==> src/rtl/serial_sub_ctrl.sv <==
// Bit-serial unsigned subtractor: one full-subtractor cell walked LSB-first over WIDTH cycles,
// with operand and result valid/ready handshakes around it.
//
// state | meaning
// IDLE  | waiting for operands; previous result retained on diff/bout
// RUN   | one bit per enabled cycle; en low freezes all datapath state
// DONE  | result presented until the consumer takes it
module serial_sub_ctrl #(
  parameter int WIDTH = 8
) (
  input  logic             clk,
  input  logic             rst,
  input  logic             in_valid,
  output logic             in_ready,
  input  logic [WIDTH-1:0] a,
  input  logic [WIDTH-1:0] b,
  input  logic             bin,
  input  logic             en,
  output logic             busy,
  output logic             out_valid,
  input  logic             out_ready,
  output logic [WIDTH-1:0] diff,
  output logic             bout
);

  localparam int CW = (WIDTH > 1) ? $clog2(WIDTH) : 1;
  localparam logic [CW-1:0] CNT_LAST = CW'(WIDTH - 1);

  typedef enum logic [1:0] {
    IDLE = 2'd0,
    RUN  = 2'd1,
    DONE = 2'd2
  } state_t;

  state_t state, state_nxt;

  logic [WIDTH-1:0] a_sh, b_sh, diff_r;
  logic [CW-1:0]    cnt;
  logic             br, bout_r;
  logic             accept, step, last_bit;
  logic             x, y, d, br_nxt;

  assign x      = a_sh[0];
  assign y      = b_sh[0];
  assign d      = x ^ y ^ br;
  assign br_nxt = (~x & y) | (br & ~(x ^ y));

  // in_ready is masked by rst so the producer never sees a handshake during reset
  assign in_ready  = (state == IDLE) && !rst;
  assign busy      = (state == RUN);
  assign out_valid = (state == DONE);
  assign diff      = diff_r;
  assign bout      = bout_r;

  assign accept   = (state == IDLE) && in_valid;
  assign step     = (state == RUN) && en;
  assign last_bit = (cnt == CNT_LAST);

  always_ff @(posedge clk or posedge rst) begin
    if (rst) state <= IDLE;
    else     state <= state_nxt;
  end

  always_comb begin
    state_nxt = state;
    case (state)
      IDLE:    if (in_valid) state_nxt = RUN;
      RUN:     if (en && last_bit) state_nxt = DONE;
      DONE:    if (out_ready) state_nxt = IDLE;
      default: state_nxt = IDLE;
    endcase
  end

  always_ff @(posedge clk or posedge rst) begin
    if (rst) begin
      a_sh   <= '0;
      b_sh   <= '0;
      diff_r <= '0;
      cnt    <= '0;
      br     <= 1'b0;
      bout_r <= 1'b0;
    end else if (accept) begin
      a_sh   <= a;
      b_sh   <= b;
      br     <= bin;
      cnt    <= '0;
      diff_r <= '0;
    end else if (step) begin
      a_sh   <= a_sh >> 1;
      b_sh   <= b_sh >> 1;
      // concatenate-then-shift keeps WIDTH=1 legal (no reversed part-select)
      diff_r <= WIDTH'({d, diff_r} >> 1);
      br     <= br_nxt;
      if (last_bit) bout_r <= br_nxt;
      else          cnt    <= cnt + CW'(1);
    end
  end

endmodule

==> config.mk <==
export PLATFORM = sky130hd
export DESIGN_NAME = serial_sub_ctrl
export DESIGN_NICKNAME = d
export VERILOG_FILES = /design/src/rtl/serial_sub_ctrl.sv
export SDC_FILE = /design/constraint.sdc
export NUM_CORES = 1
export LEC_CHECK = 0
export BUFFER_PORTS_ARGS = -buffer_cell sky130_fd_sc_hd__buf_2
export CORE_UTILIZATION = 45
export CTS_CLUSTER_DIAMETER = 30
export CTS_CLUSTER_SIZE = 16
export DETAILED_ROUTE_END_ITERATION = 12
export GPL_TIMING_DRIVEN = 1
export MAX_ROUTING_LAYER = met4
export PLACE_DENSITY = 0.74
export SYNTH_ARGS = -nofsm -noshare
export SYNTH_HDL_FRONTEND = slang
export SYNTH_SLANG_ARGS = --single-unit
export TNS_END_PERCENT = 10
==> constraint.sdc <==
create_clock -name clk -period 1.8 [get_ports clk]
set_input_delay 0.36 -clock clk [delete_from_list [all_inputs] [get_ports clk]]
set_output_delay 0.36 -clock clk [all_outputs]
set_load 0.05 [all_outputs]
==> results of run 1 <==
## per-stage QoR
stage	cell area, sq um	total power, mW	hold WS [ns]	utilization (%)
5_1_grt	1590	3.05	0.163	56.8
6_report	1590	2.84	0.116	56.8
2_1_floorplan	1360	2.26	0.450	-
3_5_place_dp	1550	2.53	0.465	55.4
3_3_place_gp	1550	2.47	0.461	55.4
4_1_cts	1590	2.88	0.121	56.8
## per-layer routing
layer | global-route usage (%) | vias to the layer above | part of all wire [%]
li1 | - | 464 | -
met1 | 19.9 | 473 | 46
met2 | 28.7 | 27 | 47
met3 | 7.14 | 4 | 5.3
met5 | - | - | 0
met4 | 7.32 | 0 | 1.7
## power groups by stage
| stage | Sequential, mW | Clock, mW | Combinational, mW |
|---|---|---|---|
| floorplan | 1.42 | 0 | 0.838 |
| global route | 1.20 | 0.390 | 1.47 |
| finish | 1.16 | 0.343 | 1.34 |
| global placement | 1.16 | 0 | 1.31 |
| detailed placement | 1.18 | 0 | 1.36 |
| CTS | 1.16 | 0.358 | 1.36 |
## worst min path at each step
stage            start  endpoint  slack [ns]  cells past startpoint
2_1_floorplan  a_sh[2]   a_sh[2]        0.45                      1
3_3_place_gp   b_sh[1]   b_sh[1]        0.46                      1
3_5_place_dp   b_sh[1]   b_sh[1]        0.47                      1
4_1_cts            rst  state[0]        0.12                      3
5_1_grt            rst   diff[2]        0.16                      3
6_report           rst   diff[6]        0.12                      3
## layout by cell type, fill, tap and decap left out, types with 2 or more instances in the layout
cell type	count
a21o_1	13
a22o_1	23
buf_2	33
buf_4	5
clkbuf_4	5
dfrtp_1	31
ha_1	2
inv_1	6
mux2i_1	2
nor2_1	4
nor3_1	2
## state kept, by name (all words and copies together) (netlist names)
| signal | count |
|---|---|
| diff | 8 |
| bout | 1 |
| state | 2 |
| a_sh | 8 |
| br | 1 |
| b_sh | 8 |
| cnt | 3 |
## critical path, stage by stage (launching register included)
cell and delay, ns:
dfrtp_1 0.46, nand2b_1 0.19, inv_1 0.06, buf_2 0.25
## area by class of cell
type / count / area, sq um / area share [%]
tap: 31 / 38.8 / 2.43
timing repair buffer: 38 / 203 / 12.7
inverter: 6 / 22.5 / 1.41
sequential: 31 / 776 / 48.7
multi-input combinational: 61 / 513 / 32.2
clock buffer: 6 / 41.3 / 2.59
## cells by family after synthesis
logic type,after synthesis
compound gates,40
flops,31
simple gates,14
buf+inv,13
mux,3
fa+ha+maj,3
xor+xnor,1
==> results.cfg, run 1 <==
[clock_tree]
cts_hold_buf = 0
numCtsBuffers = 5
cts.sinks = 31
cts_resized = 0
post_cts_buffers = 0
clock-root-buffer = clkbuf_4
h-tree-depth = 2
path_clk_slew_ns = 0.08
insertion_delay_ns = 0.32
tritoncts = yes
clockBufferDepth = 2

[job]
maxCapViolCount = 0

[detailed_routing]
num_vias = 968
drt_wl_total_um = 2390
first_pass_iters = 8
drcViolationCount = 4
via_per_inst = 5.60
drt-initial-drc-count = 24
ant_nets = 0
wl_per_cell_um = 13.8

[synthesis]
synth_top_family_by_area = compound AO/OA/AOI/OAI gates
synthTopCellsByCount = dfrtp_1, a22o_1, a21o_1
ys_seq_area_share_pct = 57.2
avgSynthCellArea_sq_um = 12.9
synth_compound_area_share_pct = 24.5
netlist_instances = 105
synth_cell_types = 25
ys.flop_type = dfrtp_1
synthesis.nets = 130
yosysTopAreaCellShare_pct = 57.2
synthTopCellsByArea = dfrtp_1, a22o_1, a21o_1
synth_area_sq_mm = 0.00136
synth_edf_count = 0
synth.largest_area_cell = dfrtp_1
async_flop_share_pct = 100
synth-xor-area-share_pct = 0.646
synth_mux_area_share_pct = 2.31
yosysMostFrequentCell = dfrtp_1
synthAdderAreaFrac_pct = 3.32
synth_seq_cells = 31
yosys_warnings = 0
synth-simple-area-share_pct = 6.74

[floorplanning]
io_pins = 34
core_sq_mm = 0.00281
die_h_um = 56.9
rows = 19
start_util_pct = 48.3
dieArea_sq_mm = 0.00323
die_w_um = 56.9

[timing]
fmax_mhz = 606
fin_crit_sh_pct = 91.6
relSlewSlack_pct = 68.4
fin_skew_ns = 0.00710
tns_ns = 0
drv_slew = 0
rsz0062_at_grt = false
layout_min_cycle_time_ns = 1.65
report.final.hold_viol_count = 0
setup-violations-final = 0
worst_pin_slew_ns = 0.473
finalWorstSetupSlack_ns = 0.151

[critical_path]
critPathLaunchType = flip-flop
r2r_setup_slack_ns = 0.25
critPathCaptureType = output pin
criticalPathCategory = flip-flop to output pin
crit_fanout = 8
r2r_cells = 5
r2r_end = cnt[1]
worstSetupEndpoint = out_valid
rr_startpoint = cnt[0]
required_ns = 1.44
startpoint = state[0]
arrival_ns = 1.29

[final_layout]
drive_gt1_share_pct = 33.8
area_growth_pct = 17.6
nets = 168
final.fill_count = 256
final_cells = 173
n_antenna_cell = 0

[power]
p_int_mw = 1.65
pwr-share-seq_pct = 40.9
p_clk_share_pct = 12.1
static-leakage-power_nw = 0.899
net-switching-power_mw = 1.19
vdd_ir_drop_max_uv = 832
power.share.switching_pct = 41.9
p_comb_share_pct = 47.1
power_density_mw_per_mm2 = 1780

[placed_design]
routabilityCongestion = 0.710
dp.cells = 167
pre_cts_ws_ns = 0.254
place_hpwl_um = 1730
numPortBuffers = 33

[hold_path]
min_path_type = primary input to async pin

[run_status]
violations = design-rule violations
status = finished with violations

[grt]
grt_max_degree = 32
grt_pass1_wl_um = 4110
grt_overflow_total = 0
grt_pass1_vias = 957
antenna_found_initial = 0
grtUsageTotal_pct = 17.9
Power figures use the tool's default switching activity.
==> run 2: changes to the inputs <==
- CORE_ASPECT_RATIO: default -> 1.1
- CORE_MARGIN: default -> 5
- clock period: 1.8 -> 1.7 ns (I/O delays scaled with it)
==> run 2 against run 1 <==
Against the previous run: the flow now finishes without violations; non-clock buffer count fell by 1; total power rose by 15%; setup slack got worse by 0.049 ns; cell area rose by 3.5%; sequential power rose by 6%; sequential share of layout area fell by 1.6 points.
==> results.cfg, run 2 (same netlist as run 1, synthesis figures left out) <==
[run_status]
status = finished, final reports clean

[placed_design]
numPortBuffers = 33
routabilityCongestion = 0.746
place_hpwl_um = 1880

[floorplanning]
die_w_um = 62.3
core_sq_mm = 0.00283
io_pins = 34
die_h_um = 67.6
dieArea_sq_mm = 0.00421
rows = 20
start_util_pct = 47.9

[power]
power_density_mw_per_mm2 = 1990
p_total_mw = 3.28
vdd_ir_drop_max_uv = 1040
static-leakage-power_nw = 0.922

[timing]
relSlewSlack_pct = 67.0
fin_crit_sh_pct = 94.0
drv_slew = 0
rsz0062_at_grt = false
worst_pin_slew_ns = 0.494
setup-violations-final = 0
report.final.hold_viol_count = 0
tns_ns = 0
fin_skew_ns = 0.00734
fmax_mhz = 626
layout_min_cycle_time_ns = 1.60
fin_hold_ws_ns = 0.0786

[grt]
grt_pass1_vias = 1072
grt_pass1_wl_um = 4600
grtUsageTotal_pct = 14.8
antenna_found_initial = 0
grt_overflow_total = 0
grt_max_degree = 32

[critical_path]
worst_path_largest_cell_delay_ns = 0.47
crit_chain = nor3_2 > buf_2
cp_slowest_cell = dfrtp_1
required_ns = 1.36
crit_fanout = 8
rr_startpoint = cnt[0]
critPathLaunchType = flip-flop
r2r_cells = 5
r2r_setup_slack_ns = 0.15
critPathCaptureType = output pin
arrival_ns = 1.26
r2r_end = cnt[1]
criticalPathCategory = flip-flop to output pin

[detailed_routing]
wl_per_cell_um = 15.2
via_per_inst = 5.62
first_pass_iters = 3
ant_nets = 0
num_vias = 989
drt_wl_total_um = 2680
drcViolationCount = 0
drt-initial-drc-count = 15

[clock_tree]
cts_hold_buf = 0
clockBufferDepth = 2
clock-root-buffer = clkbuf_4
numCtsBuffers = 5
h-tree-depth = 2
cts_resized = 0
cts.sinks = 31
tritoncts = yes
post_cts_buffers = 0
insertion_delay_ns = 0.33
path_clk_slew_ns = 0.10

[hold_path]
min_path_type = primary input to async pin

[final_layout]
final.fill_count = 241
layout_commonest_cell = buf_2
n_antenna_cell = 0
area_growth_pct = 21.7
drive_gt1_share_pct = 35.0
mostFrequentLayoutCells = buf_2, dfrtp_1, a22o_1
nets = 167

[job]
maxCapViolCount = 0
run 2: layer usage:
metal	track usage [%]	share of wire, %	up-vias
met2	25.5	50	28
met3	4.99	6.3	7
met1	14.6	41	490
met4	8.75	2.5	0
li1	-	-	464
met5	-	0	-
run 2: worst max path at each step:
stage / startpoint / to / cells after the start / slack, ns
after floorplan: state[0] / busy / 1 / 0.19
after CTS: state[0] / out_valid / 3 / 0.06
after global routing: state[0] / in_ready / 2 / 0.01
after global placement: cnt[0] / cnt[1] / 5 / 0.24
after detailed placement: cnt[0] / cnt[1] / 5 / 0.15
final: state[0] / in_ready / 2 / 0.10
run 2: power by group:
group          switching (mW)  total [mW]  internal, mW
sequential              0.199        1.23          1.03
clock                   0.257       0.605         0.347
combinational           0.862        1.44         0.582
run 2: layout make-up:
cell class	instances	area (sq um)	share of cell area (%)
flip-flops and latches	31	776	47.0
clock inverters	2	35.0	2.12
well taps	33	41.3	2.50
inverters	6	22.5	1.37
clock buffers	6	51.3	3.11
multi-input cells	61	513	31.1
repair buffers	37	210	12.7
run 2: metrics by stage:
step / worst slack [ns] / utilization, % / instance area [sq um] / instances
finish: 0.102 / 58.3 / 1650 / 176
floorplan: 0.191 / - / 1360 / 105
CTS: 0.0582 / 58.2 / 1650 / 176
global placement: 0.236 / 55.2 / 1560 / 168
detailed placement: 0.149 / 55.2 / 1560 / 168
global route: 0.0110 / 58.3 / 1650 / 176
run 2: critical path: cells and delay by family, from the launching register on:
family / cells / cell delay, ns
flops: 1 / 0.47
buf+inv: 1 / 0.28
simple gates: 1 / 0.18
